### src/rtl/mult_hilo_ctrl_pkg.sv
`default_nettype none
// ============================================================================
// Package     : mult_pkg
// Description : Opcodes, state encoding and default sizes for mult_hilo_ctrl.
// Revision    : 1.0 - initial release
// ============================================================================
package mult_pkg;

    localparam int DEFAULT_WIDTH  = 32;
    localparam int DEFAULT_CYCLES = 32;

    localparam logic [5:0] MULT_OP = 6'd25;
    localparam logic [5:0] MFHI_OP = 6'd16;
    localparam logic [5:0] MFLO_OP = 6'd18;

    typedef enum logic [1:0] {
        IDLE    = 2'd0,
        LOAD    = 2'd1,
        RUN     = 2'd2,
        CAPTURE = 2'd3
    } state_e;

endpackage
`default_nettype wire

### src/rtl/mult_hilo_ctrl_if.sv
`default_nettype none
// ============================================================================
// Interface   : mult_hilo_ctrl_if
// Description : Request/response bus between decode stage and mult_hilo_ctrl.
// Revision    : 1.0 - initial release
// ============================================================================
interface mult_hilo_ctrl_if
    import mult_pkg::*;
#(
    parameter int WIDTH = DEFAULT_WIDTH
);
    logic             req_valid;
    logic             req_ready;
    logic [5:0]       signal;
    logic [WIDTH-1:0] src_a;
    logic [WIDTH-1:0] src_b;
    logic [WIDTH-1:0] rd_data;
    logic             rd_valid;
    logic             done;
    logic             busy;
    logic [WIDTH-1:0] hi;
    logic [WIDTH-1:0] lo;

    modport master (
        output req_valid, signal, src_a, src_b,
        input  req_ready, rd_data, rd_valid, done, busy, hi, lo
    );

    modport slave (
        input  req_valid, signal, src_a, src_b,
        output req_ready, rd_data, rd_valid, done, busy, hi, lo
    );
endinterface
`default_nettype wire

### src/rtl/mult_hilo_ctrl_sign_fix.sv
`default_nettype none
// ============================================================================
// Module      : mult_sign_fix
// Description : Conditional two's-complement negate (magnitude / sign restore).
// Revision    : 1.0 - initial release
// ============================================================================
module mult_sign_fix #(
    parameter int W = 32
) (
    input  wire [W-1:0] val_i,
    input  wire         neg_i,
    output logic [W-1:0] val_o
);
    always_comb val_o = neg_i ? (~val_i + 1'b1) : val_i;
endmodule
`default_nettype wire

### src/rtl/mult_hilo_ctrl.sv
`default_nettype none
// ============================================================================
// Module      : mult_hilo_ctrl
// Description : Sequencer for a 32-iteration shift-add multiplier with HI/LO.
//               Optional signed mode enabled by defining SIGNED_MULT_EN.
// Revision    : 1.0 - initial release
// ============================================================================
module mult_hilo_ctrl #(
    parameter int         WIDTH   = mult_pkg::DEFAULT_WIDTH,
    parameter int         CYCLES  = mult_pkg::DEFAULT_CYCLES,
    parameter logic [5:0] MULT_OP = mult_pkg::MULT_OP,
    parameter logic [5:0] MFHI_OP = mult_pkg::MFHI_OP,
    parameter logic [5:0] MFLO_OP = mult_pkg::MFLO_OP
) (
    input  wire                  clk,
    input  wire                  reset,
    mult_hilo_ctrl_if.slave      bus,
    output logic                 mul_load,
    output logic [2*WIDTH-1:0]   mul_dataA,
    output logic [WIDTH-1:0]     mul_dataB,
    input  wire  [2*WIDTH-1:0]   mul_result
);
    import mult_pkg::*;

    localparam int               CNT_W    = $clog2(CYCLES) + 1;
    localparam logic [CNT_W-1:0] CNT_LAST = CNT_W'(CYCLES - 1);

    state_e             state_q, state_d;
    logic [CNT_W-1:0]   cnt_q, cnt_d;
    logic [WIDTH-1:0]   op_a_q, op_a_d, op_b_q, op_b_d;
    logic [WIDTH-1:0]   hi_q, hi_d, lo_q, lo_d;
    logic [WIDTH-1:0]   rd_data_q, rd_data_d;
    logic               rd_valid_q, rd_valid_d;
    logic               ready, busy, done, mult_acc;
    logic [WIDTH-1:0]   mag_a, mag_b;
    logic [2*WIDTH-1:0] product;

    assign mult_acc = (state_q == IDLE) && bus.req_valid && (bus.signal == MULT_OP);

`ifdef SIGNED_MULT_EN
    logic sign_q;

    mult_sign_fix #(.W(WIDTH)) u_fix_a (
        .val_i(bus.src_a), .neg_i(bus.src_a[WIDTH-1]), .val_o(mag_a)
    );
    mult_sign_fix #(.W(WIDTH)) u_fix_b (
        .val_i(bus.src_b), .neg_i(bus.src_b[WIDTH-1]), .val_o(mag_b)
    );
    mult_sign_fix #(.W(2*WIDTH)) u_fix_p (
        .val_i(mul_result), .neg_i(sign_q), .val_o(product)
    );

    always_ff @(posedge clk or negedge reset) begin
        if (!reset) begin
            sign_q <= 1'b0;
        end else if (mult_acc) begin
            sign_q <= bus.src_a[WIDTH-1] ^ bus.src_b[WIDTH-1];
        end
    end
`else
    assign mag_a   = bus.src_a;
    assign mag_b   = bus.src_b;
    assign product = mul_result;
`endif

    always_ff @(posedge clk or negedge reset) begin
        if (!reset) begin
            state_q    <= IDLE;
            cnt_q      <= '0;
            op_a_q     <= '0;
            op_b_q     <= '0;
            hi_q       <= '0;
            lo_q       <= '0;
            rd_data_q  <= '0;
            rd_valid_q <= 1'b0;
        end else begin
            state_q    <= state_d;
            cnt_q      <= cnt_d;
            op_a_q     <= op_a_d;
            op_b_q     <= op_b_d;
            hi_q       <= hi_d;
            lo_q       <= lo_d;
            rd_data_q  <= rd_data_d;
            rd_valid_q <= rd_valid_d;
        end
    end

    always_comb begin
        state_d    = state_q;
        cnt_d      = cnt_q;
        op_a_d     = op_a_q;
        op_b_d     = op_b_q;
        hi_d       = hi_q;
        lo_d       = lo_q;
        rd_data_d  = rd_data_q;
        rd_valid_d = 1'b0;
        mul_load   = 1'b0;
        done       = 1'b0;
        busy       = 1'b1;
        ready      = 1'b0;
        case (state_q)
            IDLE: begin
                busy  = 1'b0;
                // Held low while reset is asserted so nothing is accepted then.
                ready = reset;
                if (bus.req_valid) begin
                    if (mult_acc) begin
                        op_a_d  = mag_a;
                        op_b_d  = mag_b;
                        state_d = LOAD;
                    end else if (bus.signal == MFHI_OP) begin
                        rd_data_d  = hi_q;
                        rd_valid_d = 1'b1;
                    end else if (bus.signal == MFLO_OP) begin
                        rd_data_d  = lo_q;
                        rd_valid_d = 1'b1;
                    end
                end
            end
            LOAD: begin
                mul_load = 1'b1;
                cnt_d    = '0;
                state_d  = RUN;
            end
            RUN: begin
                cnt_d = cnt_q + 1'b1;
                if (cnt_q == CNT_LAST) state_d = CAPTURE;
            end
            CAPTURE: begin
                done         = 1'b1;
                {hi_d, lo_d} = product;
                state_d      = IDLE;
            end
            default: state_d = IDLE;
        endcase
    end

    assign mul_dataA    = {{WIDTH{1'b0}}, op_a_q};
    assign mul_dataB    = op_b_q;
    assign bus.req_ready = ready;
    assign bus.busy     = busy;
    assign bus.done     = done;
    assign bus.rd_data  = rd_data_q;
    assign bus.rd_valid = rd_valid_q;
    assign bus.hi       = hi_q;
    assign bus.lo       = lo_q;

endmodule
`default_nettype wire

### src/flat_wrapper.sv
// flat-port wrapper written by rule: the top's interface ports become plain ports
module mult_hilo_ctrl_flat import mult_pkg::*;
#(
    parameter int         WIDTH   = mult_pkg::DEFAULT_WIDTH,
    parameter int         CYCLES  = mult_pkg::DEFAULT_CYCLES,
    parameter logic [5:0] MULT_OP = mult_pkg::MULT_OP,
    parameter logic [5:0] MFHI_OP = mult_pkg::MFHI_OP,
    parameter logic [5:0] MFLO_OP = mult_pkg::MFLO_OP
)
  (clk, reset, mul_load, mul_dataA, mul_dataB, mul_result, bus_req_valid, bus_signal, bus_src_a, bus_src_b, bus_req_ready, bus_rd_data, bus_rd_valid, bus_done, bus_busy, bus_hi, bus_lo);
  mult_hilo_ctrl_if #(.WIDTH(WIDTH)) bus_i ();
  input  wire clk;
  input  wire reset;
  output logic mul_load;
  output logic [2*WIDTH-1:0] mul_dataA;
  output logic [WIDTH-1:0] mul_dataB;
  input  wire  [2*WIDTH-1:0] mul_result;
  input wire logic [$bits(bus_i.req_valid)-1:0] bus_req_valid;
  input wire logic [$bits(bus_i.signal)-1:0] bus_signal;
  input wire logic [$bits(bus_i.src_a)-1:0] bus_src_a;
  input wire logic [$bits(bus_i.src_b)-1:0] bus_src_b;
  output wire logic [$bits(bus_i.req_ready)-1:0] bus_req_ready;
  output wire logic [$bits(bus_i.rd_data)-1:0] bus_rd_data;
  output wire logic [$bits(bus_i.rd_valid)-1:0] bus_rd_valid;
  output wire logic [$bits(bus_i.done)-1:0] bus_done;
  output wire logic [$bits(bus_i.busy)-1:0] bus_busy;
  output wire logic [$bits(bus_i.hi)-1:0] bus_hi;
  output wire logic [$bits(bus_i.lo)-1:0] bus_lo;
  assign bus_i.req_valid = bus_req_valid;
  assign bus_i.signal = bus_signal;
  assign bus_i.src_a = bus_src_a;
  assign bus_i.src_b = bus_src_b;
  assign bus_req_ready = bus_i.req_ready;
  assign bus_rd_data = bus_i.rd_data;
  assign bus_rd_valid = bus_i.rd_valid;
  assign bus_done = bus_i.done;
  assign bus_busy = bus_i.busy;
  assign bus_hi = bus_i.hi;
  assign bus_lo = bus_i.lo;
  mult_hilo_ctrl #(.WIDTH(WIDTH), .CYCLES(CYCLES), .MULT_OP(MULT_OP), .MFHI_OP(MFHI_OP), .MFLO_OP(MFLO_OP)) u_core (.clk(clk), .reset(reset), .bus(bus_i), .mul_load(mul_load), .mul_dataA(mul_dataA), .mul_dataB(mul_dataB), .mul_result(mul_result));
endmodule
### config.mk
export PLATFORM = sky130hd
export DESIGN_NAME = mult_hilo_ctrl_flat
export DESIGN_NICKNAME = d
export VERILOG_FILES = /design/src/rtl/mult_hilo_ctrl_pkg.sv /design/src/rtl/mult_hilo_ctrl_if.sv /design/src/rtl/mult_hilo_ctrl_sign_fix.sv /design/src/rtl/mult_hilo_ctrl.sv /design/src/flat_wrapper.sv
export SDC_FILE = /design/constraint.sdc
export NUM_CORES = 1
export LEC_CHECK = 0
export CAP_MARGIN = 10
export CORE_ASPECT_RATIO = 0.75
export CORE_MARGIN = 1.5
export CORE_UTILIZATION = 42
export CTS_CLUSTER_SIZE = 16
export DETAILED_ROUTE_END_ITERATION = 10
export GPL_TIMING_DRIVEN = 0
export PLACE_DENSITY = 0.87
export SLEW_MARGIN = 20
export SYNTH_ARGS = -nofsm -noshare
export SYNTH_HDL_FRONTEND = slang
export SYNTH_HIERARCHICAL = 1
export SYNTH_SLANG_ARGS = --single-unit
### constraint.sdc
create_clock -name clk -period 2.48 [get_ports clk]
set_input_delay 0.496 -clock clk [delete_from_list [all_inputs] [get_ports clk]]
set_output_delay 0.496 -clock clk [all_outputs]
set_load 0.05 [all_outputs]
Yosys cells after proc, flatten, opt, wreduce, memory -nomap -nowiden
Index checks and enable logic that the tools add are counted.
Storage, ports and cells
  output and inout port bits: 197
  register bits: 169
  logic and storage cells: 44
  bits of input ports: 137
Cells by class
  reductions and logical operators: 8
  add/sub/neg operators: 1
  multiplexer cells: 16
  bitwise operators: 1
  equality and inequality tests: 10
Operators with widths (number)
  two-way mux 32 bit: 2
  equality test 6 x 5 -> 1 bit (second input constant): 4
  one-hot mux 6 bit (2 select lines): 1
  two-way mux 1 bit: 9
  one-hot mux 2 bit (4 select lines): 1
  adder 6 x 1 -> 6 bit (second input constant): 1
  two-way mux 2 bit: 3
  AND reduction 3 bit: 2
  equality test 2 bit (second input constant): 2
  inequality test 2 x 1 -> 1 bit (second input constant): 2
  AND reduction 4 bit: 1
  nonzero test 2 bit: 2
  equality test 2 x 1 -> 1 bit (second input constant): 1
  logical AND 1 bit: 2
  zero test 2 bit: 1
  inequality test 2 bit (second input constant): 1
  inverter 1 bit: 1

Longest topological paths before layout
Gate-level depths: netlist of the first run.
  word-level depth: 6
  gate-level depth with buffers: 8
  gate-level depth less buffers: 6

Worst setup path after synthesis of the first run
OpenSTA, ideal clock, no wires.
  path kind: reg-to-reg
  start: register u_core.state_q[0]
  end: register u_core.op_b_q[0] (netlist: u_core/mul_dataB[0])
  arrival time: 1.936 ns
  clock period less this slack: 2.061 ns
  setup time: 0.125 ns
  required time: 2.355 ns
  stages on the path, launching flop included: 7
  buffers on the path: 1
  slack: 0.419 ns
  cell sequence: dfrtp_1 -> inv_1 -> ha_1 -> nand4b_2 -> nor4_4 -> buf_6 -> mux2_4
On the way
  cells in the longest elaborated chain, start to end: 4
Ends and longest elaborated chain
  start, declared: RTL line mult_hilo_ctrl.sv:28  | state_e state_q, state_d;
  start signal, assigned: RTL line mult_hilo_ctrl.sv:77  | state_q <= state_d;
  zero test 2 bit (*): RTL line mult_hilo_ctrl.sv:38, mult_hilo_ctrl.sv:101
  logical AND 1 bit (2 in series): RTL line mult_hilo_ctrl.sv:38  | assign mult_acc = (state_q == IDLE) && bus.req_valid && (bus.signal == MULT_OP);
  AND reduction 3 bit (no source line) (*)
  end signal, assigned: RTL line mult_hilo_ctrl.sv:80  | op_b_q <= op_b_d;
  end, declared: RTL line mult_hilo_ctrl.sv:30  | logic [WIDTH-1:0] op_a_q, op_a_d, op_b_q, op_b_d;
Mark *: on every way between the ends. The rest lies on a longest branch, timed or not.
A chain may end at the register's enable or synchronous reset.

Worst setup path after layout of the first run
  start: register u_core.state_q[0]
  end: output bus_req_ready
On the way
  cells in the longest elaborated chain, start to end: 2
Ends and longest elaborated chain
  zero test 2 bit: RTL line mult_hilo_ctrl.sv:101  | case (state_q)
  two-way mux 1 bit: RTL line mult_hilo_ctrl.sv:101
  end, declared: RTL line flat_wrapper.sv:22  | output wire logic [$bits(bus_i.req_ready)-1:0] bus_req_ready;
No other way between the ends.

==> run metrics, run 1 <==
# H-tree levels=4; port bufs=between 300 and 400; clk_skew=0.00947 ns; worst reg2reg path depth=8; non-filler instance count after layout=1,081; grt total ovfl=0; initial antenna violation count=0; Root Driver=clkbuf_16; DR iter-0 viols=~160; fmax=426 MHz; detail-routed via count per cell=4.74; status=finished, final reports clean; TritonCTS clock tree=yes; leak pwr=0.00519 uW; Worst-Skew Late Latency=0.42 ns; Critical Path End=bus_req_ready; HP Class=input pin to async pin; startpoint types=register; placed insts=around 1,000; maximum fanout along the worst path=5; Layout area overhead=56.4%; Final ANT Viol Nets=0; Avg Inst Size Synth=14.4 um^2; post-layout util=67.0%; # setup viols final=0; total CTS buffers=17; share of cells above drive strength 1=24.6%; n_diodes=0; drt first pass iters=4; die area=roughly 0.018 mm^2; Hold Vio Cnt, Final=0; crit path DAT=1.85 ns; clk sinks=169; drt drc=0; row count=41; R2R Path Start=u_core/state_q[0]; post-synthesis sequential area ratio=about three fifths; dpl hpwl=14,600 um; crit path launch=u_core/state_q[0]; Die Ht=116 um; unrepaired setup endpoints after global routing=false; DRT Wirelength=19,800 um; Fin Hold WS=0.000771 ns; R2R Path End=u_core/bus.rd_data[9]; Crit Path Category=register to output pin; fin crit period=2.35 ns; PD cells=1260 mW/mm^2; max_cap viols=0; core area=0.0168 mm^2; largest net degree at the start of global routing=99; warnings from Yosys=6; post-synth cell types=31; Die Span X=154 um; CP Capture Type=output pin; pins over their slew limit=0; routability congestion estimate=roughly 0.77; WL per Instance=18.3 um; Worst R2R Setup Slack=0.23 ns; fin crit share=94.7%; CP required=1.98 ns; overall routing resource usage=22.3%; Nets=995; post-synth design cell area=0.00721 mm^2; first-pass GRT wire length=slightly above 30,000 um; cell area after layout=0.0113 mm^2; vias in the first global route=5,426; synthesized instance count=about 500; via count=5,119; hold_buf cts=0; maximum buffer depth of the clock tree=2; Post-DP Area=0.0106 mm^2; Max transition margin=roughly 45%; Reg clk slew, reported paths=around 0.070 ns; VDD IR max=931 uV; Starting Density=between 40% and 50%; I/O pins=334; Worst-Margin Slew=0.824 ns; post-synthesis register bit count=between 150 and 200
-- Yosys cell counts, drive strengths merged --
| library cell | n | area, um^2 |
|---|---|---|
| nor4 | 1 | 21.3 |
| and3b | 1 | 8.76 |
| nand2 | 37 | 139 |
| and2 | 2 | 12.5 |
| nand4 | 2 | 12.5 |
| nor2b | 1 | 6.26 |
| nor4b | 1 | 8.76 |
| conb | 1 | 3.75 |
| clkbuf | 14 | 52.6 |
| xor2 | 1 | 8.76 |
| inv | 8 | 30.0 |
| o21ai | 39 | 195 |
| or3 | 1 | 6.26 |
| a21oi | 2 | 10.0 |
| buf | 42 | 327 |
| nand3 | 3 | 15.0 |
| o31a | 1 | 8.76 |
| or4 | 1 | 7.51 |
| nand3b | 1 | 7.51 |
| ha | 5 | 62.6 |
| nand4b | 1 | 15.0 |
| mux2 | 129 | 1680 |
| nor3b | 1 | 7.51 |
| o22a | 1 | 8.76 |
| nor2 | 2 | 7.51 |
| mux2i | 32 | 320 |
| dfrtp | 169 | 4230 |
-- state kept, by name (all words and copies together) (netlist names) --
register,cells
u_core/bus.rd_data,32
u_core/bus.hi,32
u_core/state_q,2
u_core/op_a_q,32
u_core/cnt_q,6
u_core/mul_dataB,32
u_core/bus.lo,32
u_core/bus.rd_valid,1
-- layout by cell type (no fill, tap or decap), types with 5 or more instances in the layout --
cell | Yosys | routed
nand2_1 | 37 | 37
ha_1 | 5 | 5
clkbuf_16 | 0 | 17
buf_6 | 6 | 6
clkbuf_1 | 14 | 9
mux2i_1 | 32 | 32
clkbuf_2 | 0 | 5
inv_1 | 8 | 8
conb_1 | 1 | 32
o21ai_0 | 39 | 39
dfrtp_1 | 169 | 169
mux2_4 | 60 | 60
inv_6 | 0 | 5
mux2_2 | 69 | 69
buf_4 | 32 | 33
clkdlybuf4s50_1 | 0 | 298
-- per-stage QoR --
| stage | TNS (ns) | setup WS, ns | total power, uW |
|---|---|---|---|
| 2_1_floorplan | 0 | 0.419 | 8930 |
| 3_3_place_gp | -1033.75 | -5.99 | 11400 |
| 3_5_place_dp | -22.59 | -0.281 | 11500 |
| 4_1_cts | 0 | 0.0326 | 14300 |
| 5_1_grt | 0 | 0.0306 | 14800 |
| 6_report | 0 | 0.132 | 14200 |
-- layout make-up --
class	instances	area, um^2
timing repair buffer	304	3070
multi-input combinational	297	2690
clock buffer	17	425
clock inverter	15	180
buffer	56	385
fill	1219	5550
inverter	8	30.0
sequential	169	4230
tap	215	269
-- worst min path at each step --
stage | endpoint | slack (ns) | cells past startpoint
after global routing | u_core/mul_dataB[28] | 0.06 | 1
after floorplan | u_core/bus.hi[0] | 0.20 | 0
after detailed placement | u_core/bus.rd_data[20] | 0.47 | 2
final | u_core/mul_dataB[28] | 0.0008 | 1
after CTS | u_core/mul_dataB[28] | 0.04 | 1
after global placement | u_core/bus.rd_data[0] | 0.46 | 2
-- metal layers --
layer,track usage (%),wire length [um]
met5,0,0
met1,27.2,8110
met2,37.6,9710
met3,7.98,1660
met4,7.12,335
-- worst max-delay path: stages, from the launching register on --
cell	delay (ns)
dfrtp_1	0.41
inv_1	0.09
ha_1	0.26
and2_1	0.15
dlygate4sd2_1	0.52
-- logic make-up after synthesis --
| group | share of synthesized area [%] |
|---|---|
| AOI/OAI and AO/OA | 3.09 |
| other | 0.0520 |
| muxes | 27.7 |
| adders and majority gates | 0.868 |
| DFF | 58.7 |
| buffers and inverters | 5.67 |
| and+or+nand+nor | 3.82 |
| xor gates and xnor gates | 0.122 |
-- power by group --
group          internal [uW]  total [uW]  switching [uW]
clock                   1530        2720            1190
combinational           2690        7170            4480
sequential              3640        4280             640
total                   7860       14200            6310
-- what timing repair did --
action	CTS	global route
buffers inserted	0	2
gates resized for setup	2	10
pin swaps	1	1
setup endpoints to repair	3	89
No activity file was read; power rests on OpenSTA's default activity.
==> run 2, diff against run 1 <==
Settings changed: ABC_CLOCK_PERIOD_IN_PS set to 2480, SETUP_SLACK_MARGIN set to 0.1.
==> run 2 against run 1 <==
  * Utilization barely moved
  * Total power is essentially flat
  * Clock power hardly changed
  * Register-to-register slack improved by 0.06 ns
  * Global-route usage increased by 0.066 points
  * Sequential power is essentially flat
  * Die area stayed put
  * Critical path depth unchanged
  * Cell area hardly changed
  * Worst hold slack better by 0.0034 ns
  * Largest power group unchanged
==> run metrics, run 2 (synthesis gave the netlist of run 1 again) <==
maximum buffer depth of the clock tree=2 (unchanged); # H-tree levels=4 (unchanged); most common cell after layout, fill and taps aside=clkdlybuf4s50_1; R2R Path Start=u_core/state_q[0]; initial antenna violation count=0 (unchanged); DR iter-0 viols=174 (+6.7%); cell area after layout=0.0113 mm^2 (about the same); worst reg2reg path depth=7 (-1); Final ANT Viol Nets=0 (unchanged); vias in the first global route=5,442 (+0.29%); Worst-Skew Late Latency=0.42 ns (about the same); pins over their slew limit=0 (unchanged); unrepaired setup endpoints after global routing=false; Post-DP Area=0.0106 mm^2 (unchanged); Max transition margin=44.9% (-0.22 points); dpl hpwl=14,600 um (unchanged); largest net degree at the start of global routing=99 (unchanged); PD cells=1260 mW/mm^2 (about the same); first-pass GRT wire length=30,500 um (+0.29%); Starting Density=42.8% (unchanged); n_diodes=0 (unchanged); port bufs=301 (unchanged); hold_buf cts=0 (unchanged); max_cap viols=0 (unchanged); CP Capture Type=output pin; detail-routed via count per cell=4.75 (+0.35%); Die Span X=154 um (unchanged); # setup viols final=0 (unchanged); HP Class=input pin to async pin; fin crit period=2.24 ns (-0.106 ns); drt first pass iters=4 (unchanged); crit path DAT=1.75 ns (-0.10 ns); TritonCTS clock tree=yes; Fin Hold WS=0.00413 ns (+0.00336 ns); die area=0.0180 mm^2 (unchanged); leak pwr=0.00520 uW (+0.24%); Nets=995 (unchanged); R2R Path End=u_core/bus.rd_data[21]; startpoint types=register; clk sinks=169 (unchanged); core area=0.0168 mm^2 (unchanged); CP required=1.98 ns (about the same); overall routing resource usage=22.4% (+0.066 points); I/O pins=334 (unchanged); VDD IR max=929 uV (-0.17%); Root Driver=clkbuf_16; fin crit share=90.4% (-4.3 points); Worst-Margin Slew=0.827 ns (+0.00326 ns); Layout area overhead=56.4% (about the same); drt drc=0 (unchanged); most frequent cells in the layout=clkdlybuf4s50_1, dfrtp_1, mux2_2; total CTS buffers=17 (unchanged); Crit Path Category=register to output pin; row count=41 (unchanged); Worst R2R Setup Slack=0.29 ns (+0.06 ns); clk_skew=0.0103 ns (+0.000869 ns); grt total ovfl=0 (unchanged); Die Ht=116 um (unchanged); share of cells above drive strength 1=24.7% (+0.12 points); routability congestion estimate=0.766 (unchanged); WL per Instance=18.4 um (+0.18%); DRT Wirelength=19,800 um (+0.18%); maximum fanout along the worst path=5 (unchanged); Hold Vio Cnt, Final=0 (unchanged); Reg clk slew, reported paths=0.07 ns (about the same); status=finished, final reports clean; fmax=446 MHz (+4.7%); via count=5,137 (+0.35%)
-- run 2: how the worst max path moves through the flow --
stage	slack, ns	cells after the start	end	start
6_report	0.24	4	bus_busy	u_core/state_q[0]
5_1_grt	0.14	7	u_core/bus.rd_data[17]	u_core/state_q[0]
4_1_cts	0.10	4	bus_req_ready	u_core/state_q[1]
3_5_place_dp	-0.28	5	u_core/op_a_q[12]	bus_signal[5]
3_3_place_gp	-5.99	1	u_core/bus.hi[3]	reset
2_1_floorplan	0.42	6	u_core/mul_dataB[0]	u_core/state_q[0]
-- run 2: per-stage QoR --
| stage | util (%) | TNS [ns] | total power (uW) | worst slack [ns] | instances |
|---|---|---|---|---|---|
| floorplan | - | 0 | 8930 | 0.419 | 530 |
| global placement | 63.0 | -1033.75 | 11400 | -5.99 | 1046 |
| detailed placement | 63.2 | -22.59 | 11500 | -0.281 | 1047 |
| CTS | 67.0 | 0 | 14300 | 0.100 | 1081 |
| global route | 67.0 | 0 | 14800 | 0.135 | 1081 |
| finish | 67.0 | 0 | 14200 | 0.237 | 1081 |
-- run 2: critical path: stages, from the launching register on --
cell and delay, ns:
dfrtp_1 0.40, inv_1 0.08, ha_1 0.27, inv_1 0.07, dlygate4sd2_1 0.52
-- run 2: metal layers --
| metal | vias to the layer above | part of all wire, % | routed length (um) | track usage [%] |
|---|---|---|---|---|
| li1 | 2372 | - | - | - |
| met1 | 2541 | 41 | 8170 | 27.2 |
| met2 | 203 | 49 | 9720 | 37.9 |
| met3 | 21 | 8.2 | 1620 | 7.94 |
| met4 | 0 | 1.7 | 335 | 6.92 |
| met5 | - | 0 | 0 | 0 |
-- run 2: what timing repair did --
action / 4_1_cts / 5_1_grt
buffers inserted: 2 / 0
setup endpoints to repair: 90 / 29
gates resized for setup: 5 / 12
pin swaps: 1 / 0
hold endpoints to repair: 0 / 0
-- run 2: layout make-up --
type | instances | area [um^2]
plain buffers | 56 | 385
clock buffers | 17 | 425
clock inverters | 15 | 180
fillers | 1219 | 5550
inverters | 8 | 30.0
multi-input cells | 297 | 2690
flip-flops and latches | 169 | 4230
well taps | 215 | 269
repair buffers | 304 | 3070
-- run 2: power breakdown --
| part | switching, uW | internal, uW | leakage [uW] | total (uW) |
|---|---|---|---|---|
| clock | 1190 | 1530 | 0.000298 | 2720 |
| combinational | 4480 | 2680 | 0.00272 | 7160 |
| sequential | 640 | 3640 | 0.00219 | 4280 |
